## src/rtl/lockout_ctrl.sv

```systemverilog
// lockout_ctrl: access-attempt sequencer with failure counting and a timed
// lockout. After MAX_FAILS consecutive failed entries the block locks and
// counts down a 2-digit BCD seconds value from LOCK_TENS:LOCK_ONES. An
// internal prescaler produces one tick every TICK_DIV clock cycles. While
// locked, every attempt is rejected.
//
// Ports:
//   clk           system clock, rising edge
//   reset         asynchronous active-high reset
//   attempt_valid one-cycle strobe, code entry complete
//   attempt_ok    qualifies attempt_valid (1 = code matched)
//   admin_clr     synchronous override: abort lockout, clear fail count
//   grant         registered one-cycle pulse, access granted
//   reject        registered one-cycle pulse, attempt failed or refused
//   locked        high throughout lockout
//   fail_cnt      current consecutive failure count
//   secs_tens     BCD tens of remaining lockout seconds
//   secs_ones     BCD ones of remaining lockout seconds
module lockout_ctrl #(
  parameter int unsigned MAX_FAILS = 3,
  parameter int unsigned LOCK_TENS = 3,
  parameter int unsigned LOCK_ONES = 0,
  parameter int unsigned TICK_DIV  = 100000000
) (
  input  logic       clk,
  input  logic       reset,
  input  logic       attempt_valid,
  input  logic       attempt_ok,
  input  logic       admin_clr,
  output logic       grant,
  output logic       reject,
  output logic       locked,
  output logic [3:0] fail_cnt,
  output logic [3:0] secs_tens,
  output logic [3:0] secs_ones
);

  localparam int unsigned PW = $clog2(TICK_DIV);
  localparam logic [PW-1:0] TICK_LAST = PW'(TICK_DIV - 1);
  localparam logic [3:0] FAIL_LAST = 4'(MAX_FAILS - 1);
  localparam logic [3:0] INIT_TENS = 4'(LOCK_TENS);
  localparam logic [3:0] INIT_ONES = 4'(LOCK_ONES);

  typedef enum logic {
    ARMED,
    LOCKOUT
  } state_t;

  state_t        state;
  logic [PW-1:0] prescaler;

  // Single-process FSM: attempt handling, prescaler and BCD countdown.
  always_ff @(posedge clk or posedge reset) begin
    if (reset) begin
      state     <= ARMED;
      grant     <= 1'b0;
      reject    <= 1'b0;
      locked    <= 1'b0;
      fail_cnt  <= 4'd0;
      secs_tens <= 4'd0;
      secs_ones <= 4'd0;
      prescaler <= '0;
    end else begin
      grant  <= 1'b0;
      reject <= 1'b0;
      if (admin_clr) begin
        // Override wins over any coincident attempt; the attempt is dropped.
        state     <= ARMED;
        locked    <= 1'b0;
        fail_cnt  <= 4'd0;
        secs_tens <= 4'd0;
        secs_ones <= 4'd0;
        prescaler <= '0;
      end else begin
        case (state)
          ARMED: begin
            prescaler <= '0;
            if (attempt_valid) begin
              if (attempt_ok) begin
                grant    <= 1'b1;
                fail_cnt <= 4'd0;
              end else begin
                reject <= 1'b1;
                if (fail_cnt == FAIL_LAST) begin
                  state     <= LOCKOUT;
                  locked    <= 1'b1;
                  fail_cnt  <= 4'd0;
                  secs_tens <= INIT_TENS;
                  secs_ones <= INIT_ONES;
                end else begin
                  fail_cnt <= fail_cnt + 4'd1;
                end
              end
            end
          end

          LOCKOUT: begin
            if (attempt_valid) begin
              reject <= 1'b1;
            end
            if (prescaler == TICK_LAST) begin
              prescaler <= '0;
              // Reaching 01 on a tick ends the lockout; digits land on 00.
              if (secs_tens == 4'd0 && secs_ones == 4'd1) begin
                state     <= ARMED;
                locked    <= 1'b0;
                secs_ones <= 4'd0;
              end else if (secs_ones != 4'd0) begin
                secs_ones <= secs_ones - 4'd1;
              end else begin
                secs_ones <= 4'd9;
                secs_tens <= secs_tens - 4'd1;
              end
            end else begin
              prescaler <= prescaler + PW'(1);
            end
          end

          default: begin
            state  <= ARMED;
            locked <= 1'b0;
          end
        endcase
      end
    end
  end

endmodule

```

## config.mk

```make
export PLATFORM = sky130hd
export DESIGN_NAME = lockout_ctrl
export DESIGN_NICKNAME = d
export VERILOG_FILES = /design/src/rtl/lockout_ctrl.sv
export SDC_FILE = /design/constraint.sdc
export NUM_CORES = 1
export LEC_CHECK = 0
export CAP_MARGIN = 5
export CORE_ASPECT_RATIO = 0.5
export CORE_MARGIN = 3
export CORE_UTILIZATION = 24
export DETAILED_ROUTE_END_ITERATION = 10
export DONT_BUFFER_PORTS = 1
export PLACE_DENSITY_LB_ADDON = 0.08
export SLEW_MARGIN = 10
export SYNTH_ARGS = -nofsm -noshare
export SYNTH_HDL_FRONTEND = slang
export SYNTH_SLANG_ARGS = --single-unit
```

## constraint.sdc

```tcl
create_clock -name clk -period 2.4 [get_ports clk]
set_input_delay 0.48 -clock clk [delete_from_list [all_inputs] [get_ports clk]]
set_output_delay 0.48 -clock clk [all_outputs]
set_load 0.005 [all_outputs]
```

* After elaboration in Yosys (flattened, before gate mapping)
Cells that the tools add are included.
** Cells by class
- Add/subtract/negate cells :: 4
- Multiply operators :: 0
- Divide/modulo/power cells :: 0
- Order comparisons :: 0
- Equality and inequality tests :: 11
- Shift-type cells :: 0
- Muxes and demuxes :: 47
- Bitwise gates (word level) :: 1
- Reductions and logical operators :: 8
** Operators with widths (number)
- $mux W4 :: 19
- $mux W27 :: 2
- $pmux W27 S2 :: 1
- $add A27 B1 Y27 const B :: 1
- $eq A27 B27 Y1 const B :: 1
- $mux W1 :: 20
- $pmux W4 S2 :: 2
- $ne A3 B3 Y1 const B :: 5
- $sub A4 B1 Y4 const B :: 2
- $ne A3 B2 Y1 const B :: 2
- $pmux W1 S2 :: 3
- $reduce_and A6 Y1 :: 1
- $reduce_and A5 Y1 :: 1
- $add A4 B1 Y4 const B :: 1
- $eq A4 B1 Y1 const B :: 1
- $eq A4 B2 Y1 const B :: 1
- $logic_not A4 Y1 :: 1
- $reduce_and A4 Y1 :: 1
- $reduce_bool A4 Y1 :: 1
- $ne A2 B2 Y1 const B :: 1
- $reduce_and A2 Y1 :: 1
- $reduce_bool A2 Y1 :: 1
- $logic_and A1 B1 Y1 :: 1
- $not A1 Y1 :: 1
** Word-level totals
- Flip-flop bits (word level) :: 43
- Bits in latches :: 0
- Bits in writable memories :: 0
- ROM bits :: 0
- Word-level logic and storage cells :: 79
- Memories kept :: 0

* Depth between registers and ports, before layout
- Depth in word-level cells :: 6
- Gate-level depth with buffers :: 7

* Least setup slack after synthesis
No wires, ideal clock.
- Kind :: flip-flop to flip-flop
- Start point :: register secs_ones[0]
- End point :: register secs_tens[2]
- Arrival time :: 1.717 ns
- Setup slack :: 0.587 ns
- Stages on the path, launching flop included :: 8
- Buffers on the path :: 0
- Period minus slack after synthesis :: 1.813 ns
- Path through :: dfrtp_1 inv_1 ha_1 or3b_4 nor2b_4 and4_1 nand2_1 o31ai_1
** Between the ends
- Longest elaborated chain between the ends :: 4
- Elaborated cells between the ends (all ways) :: 6
** RTL lines
- from (decl) :: RTL line 35 : output logic [3:0] secs_ones
- from (signal assigned) :: RTL line 109 : secs_ones <= secs_ones - 4'd1;
- $eq A4 B1 Y1 :: RTL line 104 : if (secs_tens == 4'd0 && secs_ones == 4'd1) begin
- $logic_and A1 B1 Y1 :: RTL line 104
- $ne A3 B3 Y1 (no line)
- $reduce_and A6 Y1 (no line) *
- to (signal assigned) :: RTL line 112 : secs_tens <= secs_tens - 4'd1;
- to (decl) :: RTL line 34 : output logic [3:0] secs_tens,
Mark *: on every way between the ends. The rest lies on a longest branch, timed or not.
A chain may end at the register's enable or synchronous reset.

* Worst setup path after layout
Ends and elaborated chain as after synthesis.

==> reports/results.txt <==
DR pass1 iterations = 4
Layout area overhead = 12.27%
Crit Path Category = reg -> reg
CTS max path bufs = 2
Worst hold slack = 0.07060 ns
Adder-Cell Fraction of Synth Area = 4.107%
Clk pin slew, worst setup/hold paths = 0.06 ns
CTS Root Cell = clkbuf_16
Avg Vias per Cell = 4.545
Lkg Pwr = 1.132 nW
Final slew viol count = 0
#FFs+latches synth = 43
Ys flop type = dfrtp_1
WL final = 5.581 mm
Cell count after placement = 379
I/O pins = 20
Num CTS Buffers = 5
Max-cap viol count = 0
Setup TNS = 0 ns
Status = complete, no violations
Largest family of logic cells by synthesized area = simple AND/OR/NAND/NOR gates
Mux contribution to synthesized area = 0%
Buffers added on ports = 0
Yosys cell types = 52
Synth Area in Compound Gates = 8.830%
Top cells by count, synth = 43 x dfrtp_1, 35 x nor2_1, 18 x xor2_1
Total GRT Usage = 10.25%
Worst hold path type = in -> async
Skew final = 0.001884 ns
CTS tree = done
Crit path max fanout = 6
F_max = 0.4957 GHz
Hold Vio Cnt, Final = 0
Routed via count = 1759
Warnings, synthesis = 0
Post-Syn Nets = 261
Core area = 0.009666 sq mm
PwrDens = 556.3 mW/mm^2
Post-CTS Setup Inserts = 0
Period minus WS final = 2.017 ns
Die Area = 0.01147 sq mm
Final period utilization = 84.05%
Sink Count = 43
Most frequent cell after synthesis = dfrtp_1
Syn Std Cell Area = 0.002437 sq mm
Worst-skew pair later-pin latency = 0.29 ns
Final non-filler cell total = 387
Worst Setup End Kind = flop
Worst Tran Pin Value = 0.5215 ns
Post-Synth XOR/XNOR Area = 9.343%
Final nets = 264
Synth area leader = dfrtp_1
Async S/R FF share, synth = 100.0%
Post-synthesis simple-gate area fraction = 29.41%
Initial core utilization = 25.22%
Startpoint types = flop
Pre-CTS WS = 0.3909 ns
Sequential share of the synthesized area = 44.15%
Largest net degree at the start of global routing = 20
Top cells by area, synth = dfrtp_1 44%, xor2_1 6.5%, nor2_1 5.4%
GPL Wtd Cong = 0.7214
ANT cells = 0
Critical path arrival = 2.21 ns
Die width = 148.5 microns
Unrepaired setup endpoints after global routing = false
Top cell type's share of synthesized area = 44.15%
Synth Instances = 248
Initial antenna violation count = 0
Hold_buf cts = 0
DRC = 0
Post-CTS resize count = 0
First-pass GRT wire length = 9.211 mm
Vias in the first global route = 1686
Setup ws final = 0.3827 ns
Post-DRT Antenna Nets = 0
Max_slew headroom = 65.02%
DR WL/cell = 14.42 microns
Die Span Y = 77.26 microns
DRT iter0 DRCs = 121
HPWL Detailed = 4.074 mm
Worst vdd ir = 0.0001575 V
Required time worst endpoint = 2.59 ns
H-tree depth = 2
Share of cells above drive strength 1 = 10.71%
Syn avg cell area = 9.828 sq um
Overflow left after global routing = 0
EDFF count, synth = 0
Cell Rows = 25
# setup viols final = 0
==> layout by cell type (no fill, tap or decap), types with 2 or more instances in the layout <==
cell / synthesis / routed
nor2b_1: 3 / 3
dfrtp_1: 43 / 43
buf_4: 0 / 4
nand2_1: 16 / 16
nor4b_1: 2 / 2
nand4_2: 2 / 2
inv_1: 12 / 11
o31ai_1: 2 / 2
o21ai_0: 5 / 5
clkbuf_8: 0 / 2
ha_1: 8 / 8
clkbuf_16: 0 / 5
xor2_1: 18 / 18
o21a_1: 2 / 2
nor3b_1: 3 / 3
a21oi_1: 6 / 6
and4_1: 4 / 4
a31oi_1: 5 / 5
nor3_1: 7 / 7
xnor2_1: 8 / 8
nand4_1: 10 / 10
and3_1: 8 / 8
nor2_1: 35 / 35
nand3_1: 13 / 13
==> cell type report <==
class	count	area, sq um
multi-input combinational	185	1260
inverter	12	45.04
clock buffer	8	156.4
fill	1007	6929
sequential	43	1076
tap	135	168.9
timing repair buffer	4	30.03
==> power by group <==
part	internal [mW]	switching (mW)
sequential	0.733	0.0115
combinational	0.0191	0.0358
clock	0.443	0.279
total	1.20	0.326
==> critical path: stages (launching register included) <==
cell and delay [ns]:
dfrtp_1 0.45, inv_1 0.16, ha_1 0.19, or3b_4 0.41, nor2b_4 0.19, and4_1 0.27, nand2_1 0.07, o31ai_1 0.19
==> state kept, by name, indices dropped and copies added, names as in the netlist <==
signal,count
grant,1
prescaler,27
secs_ones,4
state,1
locked,1
fail_cnt,4
secs_tens,4
reject,1
==> layer usage <==
layer  vias up  part of all wire [%]  GRT usage [%]
met5         -                     0              0
met4         0                   1.2          3.318
met3         5                   4.7          3.365
met2        30                    41          13.94
met1       838                    53          15.05
li1        886                     -              -
==> worst paths after layout <==
path                              start           end  slack (ns)  depth (start not counted)
max                        secs_ones[0]  secs_tens[2]        0.38                          7
max reg2reg                secs_ones[0]  secs_tens[2]        0.38                          7
min reg2reg                prescaler[0]  prescaler[0]        0.49                          1
min in group clk              admin_clr         state        0.26                          1
max in group asynchronous         reset  secs_ones[2]        1.79                          2
min                               reset  prescaler[4]        0.07                          1
==> through the flow <==
stage | area (sq um) | total power [mW] | utilization, %
after global placement | 2580 | 0.8139 | 26.69
after CTS | 2736 | 1.551 | 28.31
after global routing | 2736 | 1.584 | 28.31
final | 2736 | 1.522 | 28.31
after detailed placement | 2580 | 0.8153 | 26.69
after floorplan | 2437 | 0.7979 | -
==> cell families (layout without fill, tap and decap cells) <==
logic type	Yosys count	after routing
adders and majority gates	8	8
xor gates and xnor gates	26	26
and+or+nand+nor	121	121
buffers and inverters	20	24
DFF	43	43
AOI/OAI and AO/OA	30	30
No activity file was read; power rests on OpenSTA's default activity.
